### src/rtl/cpu_pkg.sv
// rtl/cpu_pkg.sv - opcode constants, fetch state encoding and opcode helpers shared by fetch and decode
package cpu_pkg;

    localparam int OPCODE_WIDTH = 5;

    localparam logic [OPCODE_WIDTH-1:0] OP_NOP     = 5'b00000;
    localparam logic [OPCODE_WIDTH-1:0] OP_CALL    = 5'b00101;
    localparam logic [OPCODE_WIDTH-1:0] OP_LDM     = 5'b10010;
    localparam logic [OPCODE_WIDTH-1:0] OP_LDM_ALT = 5'b10001;

    typedef enum logic [1:0] {
        S_RESET_LOAD = 2'd0,
        S_RUN        = 2'd1,
        S_IMM        = 2'd2,
        S_INT_LOAD   = 2'd3
    } fetch_state_t;

    // The unused alias of LDM still carries an immediate word, so it must be fetched as two words.
    function automatic logic is_two_word(input logic [OPCODE_WIDTH-1:0] opcode);
        return (opcode == OP_LDM) || (opcode == OP_LDM_ALT);
    endfunction

endpackage

### src/rtl/fetch_sequencer_if.sv
// rtl/fetch_sequencer_if.sv - instruction memory, control and IF/ID signals of the fetch stage
interface fetch_sequencer_if #(
    parameter int PC_WIDTH    = 32,
    parameter int INSTR_WIDTH = 16
);

    logic [PC_WIDTH-1:0]    o_imem_addr;
    logic [INSTR_WIDTH-1:0] i_imem_data;
    logic                   i_stall;
    logic                   i_redirect;
    logic [PC_WIDTH-1:0]    i_redirect_pc;
    logic                   i_int;
    logic [INSTR_WIDTH-1:0] o_instr;
    logic [INSTR_WIDTH-1:0] o_imm;
    logic [PC_WIDTH-1:0]    o_pc;
    logic                   o_valid;
    logic                   o_interrupt;

    modport master (
        output o_imem_addr,
        input  i_imem_data,
        input  i_stall,
        input  i_redirect,
        input  i_redirect_pc,
        input  i_int,
        output o_instr,
        output o_imm,
        output o_pc,
        output o_valid,
        output o_interrupt
    );

    modport slave (
        input  o_imem_addr,
        output i_imem_data,
        output i_stall,
        output i_redirect,
        output i_redirect_pc,
        output i_int,
        input  o_instr,
        input  o_imm,
        input  o_pc,
        input  o_valid,
        input  o_interrupt
    );

endinterface

### src/rtl/fetch_if_id_reg.sv
// rtl/fetch_if_id_reg.sv - IF/ID output register bank that freezes on stall and emits NOP bubbles
module fetch_if_id_reg #(
    parameter int PC_WIDTH    = 32,
    parameter int INSTR_WIDTH = 16
) (
    input  logic                   clk,
    input  logic                   reset,
    input  logic                   stall,
    input  logic [INSTR_WIDTH-1:0] next_instr,
    input  logic [INSTR_WIDTH-1:0] next_imm,
    input  logic [PC_WIDTH-1:0]    next_pc,
    input  logic                   next_valid,
    input  logic                   next_interrupt,
    output logic [INSTR_WIDTH-1:0] instr,
    output logic [INSTR_WIDTH-1:0] imm,
    output logic [PC_WIDTH-1:0]    pc,
    output logic                   valid,
    output logic                   interrupt
);

    // A bubble zeroes the word fields but keeps the last return address visible to decode.
    always_ff @(posedge clk) begin
        if (reset) begin
            instr     <= '0;
            imm       <= '0;
            pc        <= '0;
            valid     <= 1'b0;
            interrupt <= 1'b0;
        end else if (!stall) begin
            valid <= next_valid;
            if (next_valid) begin
                instr     <= next_instr;
                imm       <= next_imm;
                pc        <= next_pc;
                interrupt <= next_interrupt;
            end else begin
                instr     <= '0;
                imm       <= '0;
                interrupt <= 1'b0;
            end
        end
    end

endmodule

### src/rtl/fetch_sequencer.sv
// rtl/fetch_sequencer.sv - fetch stage: vector loads, two-word LDM, redirects and interrupt injection
module fetch_sequencer
    import cpu_pkg::*;
#(
    parameter int          PC_WIDTH          = 32,
    parameter int          INSTR_WIDTH       = 16,
    parameter int unsigned RESET_VECTOR_ADDR = 0,
    parameter int unsigned INT_VECTOR_ADDR   = 1
) (
    input logic               i_clk,
    input logic               i_reset,
    fetch_sequencer_if.master bus
);

    localparam logic [PC_WIDTH-1:0]    RESET_ADDR = PC_WIDTH'(RESET_VECTOR_ADDR);
    localparam logic [PC_WIDTH-1:0]    INT_ADDR   = PC_WIDTH'(INT_VECTOR_ADDR);
    localparam logic [INSTR_WIDTH-1:0] CALL_WORD  = {OP_CALL, {(INSTR_WIDTH-OPCODE_WIDTH){1'b0}}};

    fetch_state_t state, state_next;

    logic [PC_WIDTH-1:0]     pc, pc_next, pc_inc, vector_pc;
    logic [INSTR_WIDTH-1:0]  hold, hold_next;
    logic                    int_pending, int_next;
    logic [OPCODE_WIDTH-1:0] opcode;

    logic [INSTR_WIDTH-1:0]  d_instr, d_imm;
    logic [PC_WIDTH-1:0]     d_pc;
    logic                    d_valid, d_interrupt;

    assign pc_inc    = pc + PC_WIDTH'(1);
    assign vector_pc = PC_WIDTH'(bus.i_imem_data);
    assign opcode    = bus.i_imem_data[INSTR_WIDTH-1 -: OPCODE_WIDTH];

    always_comb begin
        case (state)
            S_RESET_LOAD: bus.o_imem_addr = RESET_ADDR;
            S_INT_LOAD:   bus.o_imem_addr = INT_ADDR;
            default:      bus.o_imem_addr = pc;
        endcase
    end

    always_ff @(posedge i_clk) begin
        if (i_reset) begin
            state       <= S_RESET_LOAD;
            pc          <= '0;
            hold        <= '0;
            int_pending <= 1'b0;
        end else begin
            state       <= state_next;
            pc          <= pc_next;
            hold        <= hold_next;
            int_pending <= int_next;
        end
    end

    // Stall leaves every next value at its current one; only a new interrupt request may land.
    always_comb begin
        state_next  = state;
        pc_next     = pc;
        hold_next   = hold;
        int_next    = int_pending | bus.i_int;
        d_instr     = '0;
        d_imm       = '0;
        d_pc        = pc_inc;
        d_valid     = 1'b0;
        d_interrupt = 1'b0;

        if (!bus.i_stall) begin
            if (bus.i_redirect) begin
                pc_next    = bus.i_redirect_pc;
                state_next = S_RUN;
            end else begin
                case (state)
                    S_RESET_LOAD, S_INT_LOAD: begin
                        pc_next    = vector_pc;
                        state_next = S_RUN;
                    end
                    S_IMM: begin
                        d_instr    = hold;
                        d_imm      = bus.i_imem_data;
                        d_valid    = 1'b1;
                        pc_next    = pc_inc;
                        state_next = S_RUN;
                    end
                    S_RUN: begin
                        if (int_pending) begin
                            // The return address is the not-yet-executed instruction at pc.
                            d_instr     = CALL_WORD;
                            d_pc        = pc;
                            d_valid     = 1'b1;
                            d_interrupt = 1'b1;
                            int_next    = bus.i_int;
                            state_next  = S_INT_LOAD;
                        end else if (is_two_word(opcode)) begin
                            hold_next  = bus.i_imem_data;
                            pc_next    = pc_inc;
                            state_next = S_IMM;
                        end else begin
                            d_instr = bus.i_imem_data;
                            d_valid = 1'b1;
                            pc_next = pc_inc;
                        end
                    end
                    default: state_next = S_RESET_LOAD;
                endcase
            end
        end
    end

    fetch_if_id_reg #(
        .PC_WIDTH    (PC_WIDTH),
        .INSTR_WIDTH (INSTR_WIDTH)
    ) u_if_id_reg (
        .clk            (i_clk),
        .reset          (i_reset),
        .stall          (bus.i_stall),
        .next_instr     (d_instr),
        .next_imm       (d_imm),
        .next_pc        (d_pc),
        .next_valid     (d_valid),
        .next_interrupt (d_interrupt),
        .instr          (bus.o_instr),
        .imm            (bus.o_imm),
        .pc             (bus.o_pc),
        .valid          (bus.o_valid),
        .interrupt      (bus.o_interrupt)
    );

endmodule
### src/flat_wrapper.sv
// flat-port wrapper written by rule: the top's interface ports become plain ports
module fetch_sequencer_flat import cpu_pkg::*;
#(
    parameter int          PC_WIDTH          = 32,
    parameter int          INSTR_WIDTH       = 16,
    parameter int unsigned RESET_VECTOR_ADDR = 0,
    parameter int unsigned INT_VECTOR_ADDR   = 1
)
  (i_clk, i_reset, bus_o_imem_addr, bus_i_imem_data, bus_i_stall, bus_i_redirect, bus_i_redirect_pc, bus_i_int, bus_o_instr, bus_o_imm, bus_o_pc, bus_o_valid, bus_o_interrupt);
  fetch_sequencer_if #(.PC_WIDTH(PC_WIDTH), .INSTR_WIDTH(INSTR_WIDTH)) bus_i ();
  input logic i_clk;
  input logic i_reset;
  output wire logic [$bits(bus_i.o_imem_addr)-1:0] bus_o_imem_addr;
  input wire logic [$bits(bus_i.i_imem_data)-1:0] bus_i_imem_data;
  input wire logic [$bits(bus_i.i_stall)-1:0] bus_i_stall;
  input wire logic [$bits(bus_i.i_redirect)-1:0] bus_i_redirect;
  input wire logic [$bits(bus_i.i_redirect_pc)-1:0] bus_i_redirect_pc;
  input wire logic [$bits(bus_i.i_int)-1:0] bus_i_int;
  output wire logic [$bits(bus_i.o_instr)-1:0] bus_o_instr;
  output wire logic [$bits(bus_i.o_imm)-1:0] bus_o_imm;
  output wire logic [$bits(bus_i.o_pc)-1:0] bus_o_pc;
  output wire logic [$bits(bus_i.o_valid)-1:0] bus_o_valid;
  output wire logic [$bits(bus_i.o_interrupt)-1:0] bus_o_interrupt;
  assign bus_o_imem_addr = bus_i.o_imem_addr;
  assign bus_i.i_imem_data = bus_i_imem_data;
  assign bus_i.i_stall = bus_i_stall;
  assign bus_i.i_redirect = bus_i_redirect;
  assign bus_i.i_redirect_pc = bus_i_redirect_pc;
  assign bus_i.i_int = bus_i_int;
  assign bus_o_instr = bus_i.o_instr;
  assign bus_o_imm = bus_i.o_imm;
  assign bus_o_pc = bus_i.o_pc;
  assign bus_o_valid = bus_i.o_valid;
  assign bus_o_interrupt = bus_i.o_interrupt;
  fetch_sequencer #(.PC_WIDTH(PC_WIDTH), .INSTR_WIDTH(INSTR_WIDTH), .RESET_VECTOR_ADDR(RESET_VECTOR_ADDR), .INT_VECTOR_ADDR(INT_VECTOR_ADDR)) u_core (.i_clk(i_clk), .i_reset(i_reset), .bus(bus_i));
endmodule
### config.mk
export PLATFORM = sky130hd
export DESIGN_NAME = fetch_sequencer_flat
export DESIGN_NICKNAME = d
export VERILOG_FILES = /design/src/rtl/cpu_pkg.sv /design/src/rtl/fetch_sequencer_if.sv /design/src/rtl/fetch_if_id_reg.sv /design/src/rtl/fetch_sequencer.sv /design/src/flat_wrapper.sv
export SDC_FILE = /design/constraint.sdc
export NUM_CORES = 1
export LEC_CHECK = 0
export CAP_MARGIN = 20
export CELL_PAD_IN_SITES_DETAIL_PLACEMENT = 0
export CELL_PAD_IN_SITES_GLOBAL_PLACEMENT = 1
export CORE_MARGIN = 4
export CORE_UTILIZATION = 36
export DETAILED_ROUTE_END_ITERATION = 16
export PLACE_DENSITY_LB_ADDON = 0.12
export SLEW_MARGIN = 20
export SYNTH_ARGS = -nofsm -noshare
export SYNTH_HDL_FRONTEND = slang
export SYNTH_SLANG_ARGS = --single-unit
### constraint.sdc
create_clock -name i_clk -period 3.1 [get_ports i_clk]
set_input_delay 0.62 -clock i_clk [delete_from_list [all_inputs] [get_ports i_clk]]
set_output_delay 0.62 -clock i_clk [all_outputs]
set_load 0.01 [all_outputs]
==> run metrics, run 1 <==
Slew HR 0.513; Fin Clk Skew 8.03 ps; Std-Cell Rows 48; postcts setup bufs 0; Hold Crit Endpoint u_core.hold[2]$_SDFFE_PP0P_; syn_nets 868; fillers 1656; total leakage power 0.00280 uW; reg2reg end u_core.pc[26]$_SDFFE_PP0N_; DR vias/cell 5.55; vias in the first global route 6574; Yosys top cell by area dfxtp_1; DR vias 6510; antenna diode instance count 0; hold path cells 2; post-synthesis async set-or-reset flop share 0; root buf cell clkbuf_16; Cell Area, Placed 8090 um2; Core Util, Final 0.504; fin area 8710 um2; die width 141 um; r2r startpoint u_core.pc[0]$_SDFFE_PP0N_; Worst R2R Setup Slack 610 ps; Critical Path Source Type flop; worst skew pair latency 420 ps; CP required 2480 ps; Hold Buf Count CTS 0; Max Root-Sink Buffers 2; IO Pins 151; area delta synth->final 37.2%; hold path start u_core.hold[2]$_SDFFE_PP0P_; antenna-violating nets left 0; yosys warns 0; post-synthesis register bit count 117; initial drt markers 421; Crit Path Category flop to output pin; commonest cells after routing, fill and taps aside clkdlybuf4s50_1 (148), dfxtp_1 (117), nand2_1 (92); Post-DP HPWL 16300 um; Setup crit end kind output pin; Buffers on Ports 150; RSZ-0062 raised after global routing false; Yosys cell types 65; Slew @ Worst Pin 723 ps; Die Y 141 um; Avg Inst Size Synth 7.83 um2; drt first pass iters 6; pin count of the biggest net entering global routing 51; global route overflow 0; GPL Wtd Cong 0.876; WL final 22400 um; share of cells above drive strength 1 0.0980; Largest stage delay, worst path 510 ps; Period minus WS final 2910 ps; Core ar. 17300 um2; crit share post-route 0.938; initial antenna violation count 0; worst hold-check path type flop to flop; register area share after synthesis 0.369; maxcap violations 0; crit path max-delay cell type clkdlybuf4s50_1; H-tree depth 4; hold slack final 455 ps; Avg WL per Cell 19.1 um; worst-path fanout max 25; Syn Std Cell Area 6350 um2; dpl cells 1142; first-pass GRT wire length 35700 um; CP arrival 2290 ps; CTS tree built; commonest non-fill, non-tap cell in the layout clkdlybuf4s50_1; Slew Limit Fails 0; CTS clk-pin slew, worst paths 60 ps; CTS buffer count 17; Post-synth EDFFs 0; final std cells w/o fill 1174; Synth top area share 0.369; pwr dens 483 nW/um2; detailed-route DRC error count 0; Synth area leaders dfxtp_1 (37%), nand2_1 (5.4%), nor2_1 (5.1%); setup TNS 0 ps; layout net count 993; synthesized instance count 811; Top FF cell, synth dfxtp_1; Hold Vio Cnt, Final 0; run status completed; die area 19800 um2; Initial Util 0.367; Cell Chain, Critical Path inv_1 > ha_1 > buf_6 > mux2_2 > clkdlybuf4s50_1; fmax 344 MHz; Worst R2R Path Depth 6; Final setup viols 0; GRT Util Overall 0.224; maximum VDD drop 0.000365 V; CTS sink cnt 117
-- worst max-delay path, delay by kind of cell (launching register included) --
kind	cells	cell delay, ps
buf+inv	3	800
flops	1	370
mux	1	360
fa+ha+maj	1	330
-- state kept, by name, summed over array words and instances, names as in the netlist --
register / cells
u_core.u_if_id_reg.imm: 16
u_core.u_if_id_reg.pc: 32
u_core.u_if_id_reg.interrupt: 1
u_core.int_pending: 1
u_core.hold: 16
u_core.u_if_id_reg.valid: 1
u_core.state: 2
u_core.u_if_id_reg.instr: 16
u_core.pc: 32
-- how the worst max path moves through the flow --
stage	startpoint	end	slack [ps]	depth (start not counted)
after floorplan	u_core.state[0]$_SDFFE_PP0P_	bus_o_imem_addr[0]	570	6
after global placement	bus_i_imem_data[12]	u_core.hold[12]$_SDFFE_PP0P_	290	6
after detailed placement	bus_i_imem_data[12]	u_core.hold[12]$_SDFFE_PP0P_	210	6
after CTS	u_core.state[0]$_SDFFE_PP0P_	bus_o_imem_addr[0]	100	5
after global routing	u_core.state[0]$_SDFFE_PP0P_	bus_o_imem_addr[0]	60	5
final	u_core.state[0]$_SDFFE_PP0P_	bus_o_imem_addr[0]	190	5
-- power by group --
group / switching (uW) / total, uW / internal, uW
logic: 287 / 520 / 233
clock network: 797 / 2080 / 1280
registers: 64.1 / 1610 / 1550
total: 1150 / 4210 / 3060
-- per-stage QoR --
step,worst slack (ps),power [uW]
floorplan,574,1910
global placement,289,2150
detailed placement,213,2160
CTS,99.4,4240
global route,58.7,4370
finish,192,4210
-- cells by family after synthesis --
kind of cell	count (synthesis)	share of synthesized area
multiplexers	4	0.00650
adder cells (fa/ha/maj)	4	0.00788
XOR/XNOR	37	0.0510
AO/OA/AOI/OAI	230	0.242
flip-flops	117	0.369
AND/OR/NAND/NOR	323	0.263
buffers and inverters	96	0.0613
-- synth_stat cells (all sizes together) (4+ instances only) --
| cell type | number |
|---|---|
| dfxtp | 117 |
| nand3 | 25 |
| nor2b | 30 |
| a31oi | 9 |
| nand2 | 92 |
| or2 | 4 |
| or4 | 5 |
| buf | 14 |
| nor2 | 88 |
| nor3 | 15 |
| a22oi | 42 |
| and3 | 6 |
| or3 | 8 |
| a221oi | 11 |
| o31ai | 4 |
| a211oi | 38 |
| o21ai | 42 |
| o211ai | 5 |
| nand4 | 14 |
| nor4 | 15 |
| nand2b | 5 |
| and2 | 6 |
| inv | 20 |
| clkbuf | 62 |
| ha | 4 |
| xnor2 | 21 |
| xor2 | 16 |
| a311o | 4 |
| a21oi | 49 |
| o22ai | 9 |
-- final cells by class --
cell class | instances | area (um2) | share of cell area
Clock inverter | 15 | 193 | 0.0221
Timing Repair Buffer | 182 | 1780 | 0.204
Multi-Input combinational cell | 598 | 3620 | 0.415
Tap cell | 225 | 282 | 0.0323
Sequential cell | 117 | 2340 | 0.269
Inverter | 20 | 75.1 | 0.00862
Clock buffer | 17 | 425 | 0.0488
-- layer usage --
layer | global-route usage | part of all wire | up-vias
met4 | 0.0556 | 0.014 | 0
met3 | 0.0526 | 0.056 | 23
met2 | 0.375 | 0.49 | 199
met5 | 0 | 0 | -
li1 | - | - | 3158
met1 | 0.292 | 0.45 | 3130
-- repair_timing --
action | CTS | global route
endpoints found under the setup margin | 0 | 1
endpoints found under the hold margin | 0 | 0
gates resized for setup | 0 | 1
No activity file was read; power rests on OpenSTA's default activity.
==> run 2: changes to the inputs <==
PLACE_DENSITY = 0.79   (was not set)
PLACE_DENSITY_LB_ADDON = not set   (was 0.12)
==> run 2 against run 1 <==
- via count fell by 1.8%
- combinational power fell by 2%
- power fell by 4.0%
- maximum frequency fell by 0.98%
- clock power fell by 7%
- critical endpoint unchanged
- sequential share of layout area rose by 0.34 points
==> run metrics, run 2 (synthesis results as in run 1) <==
die width 141 um (unchanged); Final setup viols 0 (unchanged); worst skew pair latency 420 ps (about the same); root buf cell clkbuf_16; Period minus WS final 2940 ps (+28.8 ps); worst-path fanout max 24 (-4.0%); r2r startpoint u_core.state[1]$_SDFFE_PP0P_; commonest non-fill, non-tap cell in the layout clkdlybuf4s50_1; maximum VDD drop 0.000381 V (+4.5%); maxcap violations 0 (unchanged); first-pass GRT wire length 33900 um (-5.0%); total leakage power 0.00274 uW (-2.2%); Slew Limit Fails 0 (unchanged); dpl cells 1137 (-0.44%); antenna diode instance count 0 (unchanged); detailed-route DRC error count 0 (unchanged); delay-heaviest family, CP buffers and inverters; Critical Path Source Type flop; Slew HR 0.362 (-0.151); Crit Path Category flop to output pin; CTS clk-pin slew, worst paths 60 ps (about the same); Buffers on Ports 150 (unchanged); WL final 21500 um (-4.0%); Std-Cell Rows 48 (unchanged); Crit path buffers/inverters 3 (unchanged); Cell Area, Placed 8030 um2 (-0.74%); area delta synth->final 35.5%; H-tree depth 4 (unchanged); CP arrival 2320 ps (+30 ps); Avg WL per Cell 18.4 um (-3.6%); crit share post-route 0.947 (+0.00930); Core Util, Final 0.497 (-0.00637); IO Pins 151 (unchanged); DR vias 6396 (-1.8%); crit path max-delay cell type clkdlybuf4s50_1; Fin Clk Skew 9.48 ps (+1.46 ps); die area 19800 um2 (unchanged); drt first pass iters 5 (-1); Core ar. 17300 um2 (unchanged); run status completed; Post-DP HPWL 15400 um (-5.7%); Sequential Area 2340 um2 (unchanged); Initial Util 0.367 (unchanged); Setup crit end kind output pin; fmax 341 MHz (-0.98%); CP Launch Point u_core.state[0]$_SDFFE_PP0P_; CTS tree built; Hold Vio Cnt, Final 0 (unchanged); hold path start u_core.hold[6]$_SDFFE_PP0P_; multi-input logic area 3620 um2 (about the same); initial drt markers 564 (+34%); DR vias/cell 5.47 (-1.3%); antenna-violating nets left 0 (unchanged); postcts setup bufs 0 (unchanged); RSZ-0062 raised after global routing false; fin area 8600 um2 (-1.3%); pin count of the biggest net entering global routing 88 (+73%); fillers 1754 (+5.9%); GRT Util Overall 0.213 (-0.0105); initial antenna violation count 0 (unchanged); post-cts sizing count 0 (unchanged); setup TNS 0 ps (unchanged); worst hold-check path type flop to flop; Max Root-Sink Buffers 2 (unchanged); global route overflow 0 (unchanged); vias in the first global route 6101 (-7.2%); CTS sink cnt 117 (unchanged); CP required 2480 ps (about the same); final std cells w/o fill 1169 (-0.43%); Largest stage delay, worst path 510 ps (about the same); pwr dens 470 nW/um2 (-2.7%); Largest regs u_core.pc x32, u_core.u_if_id_reg.pc x32; Slew @ Worst Pin 957 ps (+234 ps); Die Y 141 um (unchanged); Cell Chain, Critical Path inv_1 > ha_2 > buf_4 > mux2_2 > clkdlybuf4s50_1; share of cells above drive strength 1 0.0943 (-0.00372); commonest cells after routing, fill and taps aside clkdlybuf4s50_1 (148), dfxtp_1 (117), nand2_1 (92); Hold Buf Count CTS 0 (unchanged); GPL Wtd Cong 0.876 (about the same); layout net count 988 (-0.50%); CTS buffer count 17 (unchanged)
==> run 2: cell count changes in the layout (fill, tap and decap cells not counted) <==
cell,change
inv_6,-2
buf_6,-1
clkinvlp_4,+2
bufinv_16,-2
buf_12,-2
clkinv_2,+1
ha_1,-1
ha_2,+1
buf_4,-2
inv_8,+1
==> run 2: worst paths after layout <==
check                                                               to  slack [ps]  cells past startpoint
worst max-delay path                                bus_o_imem_addr[0]         160                      5
worst min-delay path                       u_core.hold[6]$_SDFFE_PP0P_         450                      2
worst max register to register  u_core.u_if_id_reg.pc[26]$_SDFFE_PP0P_         740                      7
worst min register to register             u_core.hold[6]$_SDFFE_PP0P_         450                      2
==> run 2: cell type report <==
cell class | count | share of cell area
Inverter | 20 | 0.00873
Timing Repair Buffer | 177 | 0.199
Clock buffer | 17 | 0.0495
Sequential cell | 117 | 0.272
Tap cell | 225 | 0.0327
Clock inverter | 15 | 0.0170
Multi-Input combinational cell | 598 | 0.421
==> run 2: metal layers <==
metal / vias to the layer above / wire [um] / GRT usage
met5: - / 0 / 0
met4: 0 / 216 / 0.0469
met3: 20 / 1580 / 0.0566
met2: 211 / 9640 / 0.329
met1: 2998 / 10100 / 0.301
li1: 3167 / - / -
==> run 2: stage by stage <==
stage          hold WS (ps)  power [uW]  setup WS (ps)
6_report                453        4040            163
5_1_grt                 472        4200           32.9
2_1_floorplan           432        1910            574
3_5_place_dp            443        2150            271
4_1_cts                 452        4070            136
3_3_place_gp            441        2150            349
==> run 2: report_power, final <==
part	switching (uW)	internal [uW]	leakage [uW]
registers	60.6	1550	0.000949
logic	285	227	0.00152
clock network	805	1120	0.000269
==> run 2: worst min-delay path, stage by stage, from the launching register on <==
cell	delay, ps
dfxtp_1	310
nand2_1	50
a21oi_1	50
==> run 3: changes to the inputs <==
PLACE_DENSITY = not set   (was 0.79)
PLACE_DENSITY_LB_ADDON = 0.2   (was not set)
SLEW_MARGIN = 0   (was 20)
TNS_END_PERCENT = 30   (was not set)
==> run 3 against run 2 <==
- clock skew is 1.3 ps lower
- critical path depth shrank 1
- maximum frequency rose by 3.9%
- first-iteration DRC count shrank 1.6%
- non-clock buffer count decreased by 2
- via count grew 3.1%
- clock-buffer cell count up 6
- combinational power is 1% higher
- utilization increased by 0.33 points
- largest power group unchanged
- highest routed layer is now met5
==> run metrics, run 3 (synthesis results as in run 1) <==
DR vias/cell 5.66 (+3.4%); share of cells above drive strength 1 0.0903 (-0.00395); Post-DP HPWL 15500 um (+0.87%); global route overflow 0 (unchanged); Slew HR 0.440 (+0.0781); worst setup margin 273 ps (+109 ps); CTS clk-pin slew, worst paths 50 ps (about the same); layout net count 986 (-0.20%); Buffers on Ports 150 (unchanged); pin count of the biggest net entering global routing 121 (+38%); hold slack final 452 ps (-0.543 ps); initial drt markers 555 (-1.6%); antenna-violating nets left 0 (unchanged); Pint 3060 uW (+5.8%); DR vias 6595 (+3.1%); root buf cell clkbuf_16; IO Pins 151 (unchanged); Std-Cell Rows 48 (unchanged); GPL Wtd Cong 0.885 (+0.95%); Initial Util 0.367 (unchanged); Hold Vio Cnt, Final 0 (unchanged); fmax 354 MHz (+3.9%); Flop pwr share 0.392 (-0.005); Switching Fraction 0.255 (-0.0297); commonest cells after routing, fill and taps aside clkdlybuf4s50_1 (148), dfxtp_1 (117), nand2_1 (92); maximum VDD drop 0.000399 V (+4.6%); Avg WL per Cell 18.7 um (+1.8%); setup TNS 0 ps (unchanged); Fin Clk Skew 8.19 ps (-1.29 ps); drt first pass iters 5 (unchanged); CP required 2480 ps (about the same); GRT Util Overall 0.219 (+0.00557); fillers 1675 (-4.5%); Clock power frac 0.482 (+0.006); Critical Path Source Type flop; vias in the first global route 6418 (+5.2%); Switch Pwr 1050 uW (-9.0%); Post-Place Setup Slack 364 ps (+93.7 ps); die width 141 um (unchanged); CP arrival 2210 ps (-110 ps); Setup crit end kind output pin; Sequential Area 2340 um2 (unchanged); antenna diode instance count 0 (unchanged); worst skew pair latency 420 ps (about the same); WL final 21800 um (+1.5%); pwr dens 475 nW/um2 (+0.93%); crit share post-route 0.912 (-0.0353); Largest regs u_core.pc x32, u_core.u_if_id_reg.pc x32; total leakage power 0.00276 uW (+0.84%); maxcap violations 0 (unchanged); Max Root-Sink Buffers 2 (unchanged); H-tree depth 4 (unchanged); Slew Limit Fails 0 (unchanged); Combinational Power Share 0.126 (about the same); Final setup viols 0 (unchanged); RSZ-0062 raised after global routing false; Hold Buf Count CTS 0 (unchanged); run status completed; first-pass GRT wire length 34900 um (+3.0%); CTS sink cnt 117 (unchanged); initial antenna violation count 1 (+1); detailed-route DRC error count 0 (unchanged); area delta synth->final 36.4%; die area 19800 um2 (unchanged); Period minus WS final 2830 ps (-109 ps); Core ar. 17300 um2 (unchanged); CTS buffer count 17 (unchanged); Crit Path Category flop to output pin; Core Util, Final 0.501 (+0.00326); commonest non-fill, non-tap cell in the layout clkdlybuf4s50_1; worst hold-check path type flop to flop; Die Y 141 um (unchanged); Slew @ Worst Pin 833 ps (-124 ps); CTS tree built; worst-path fanout max 21 (-13%); multi-input logic area 3630 um2 (+0.28%)
## run 3: path summary, 6_finish.rpt
path / from / endpoint / slack, ps / cells after the start
max: u_core.state[0]$_SDFFE_PP0P_ / bus_o_imem_addr[0] / 270 / 4
min: u_core.hold[11]$_SDFFE_PP0P_ / u_core.hold[11]$_SDFFE_PP0P_ / 450 / 2
min reg2reg: u_core.hold[11]$_SDFFE_PP0P_ / u_core.hold[11]$_SDFFE_PP0P_ / 450 / 2
max reg2reg: u_core.pc[0]$_SDFFE_PP0N_ / u_core.pc[28]$_SDFFE_PP0N_ / 550 / 6
## run 3: layer usage
layer  global-route usage  share of wire
met1                0.284           0.43
met3               0.0638          0.086
met4               0.0668          0.019
met2                0.353           0.47
met5                    0        0.00092
## run 3: what timing repair did
item / in CTS / in global routing
setup buffers: 0 / 0
gates resized for setup: 0 / 1
setup endpoints to repair: 0 / 1
## run 3: layout make-up
cell class	instances	area share
clock buffer	23	0.0575
clock inverter	8	0.0113
inverter	20	0.00867
multi-input combinational	598	0.419
sequential	117	0.271
tap	225	0.0325
timing repair buffer	175	0.200
## run 3: power groups by stage
stage / Clock (uW) / Sequential [uW] / Combinational, uW
5_1_grt: 2080 / 1620 / 564
3_5_place_dp: 0 / 1640 / 515
3_3_place_gp: 0 / 1640 / 510
2_1_floorplan: 0 / 1610 / 298
4_1_cts: 2010 / 1610 / 517
6_report: 1980 / 1610 / 518
## run 3: through the flow
step,total power (uW),cell area (um2),cells
6_report,4110,8660,1166
5_1_grt,4260,8660,1166
3_3_place_gp,2150,8050,1135
3_5_place_dp,2160,8050,1135
2_1_floorplan,1910,6350,811
4_1_cts,4140,8650,1166
## run 3: worst max-delay path, stage by stage (launching register included)
cell and delay [ps]:
dfxtp_1 380, inv_1 100, ha_4 430, mux2_2 380, clkdlybuf4s50_1 500
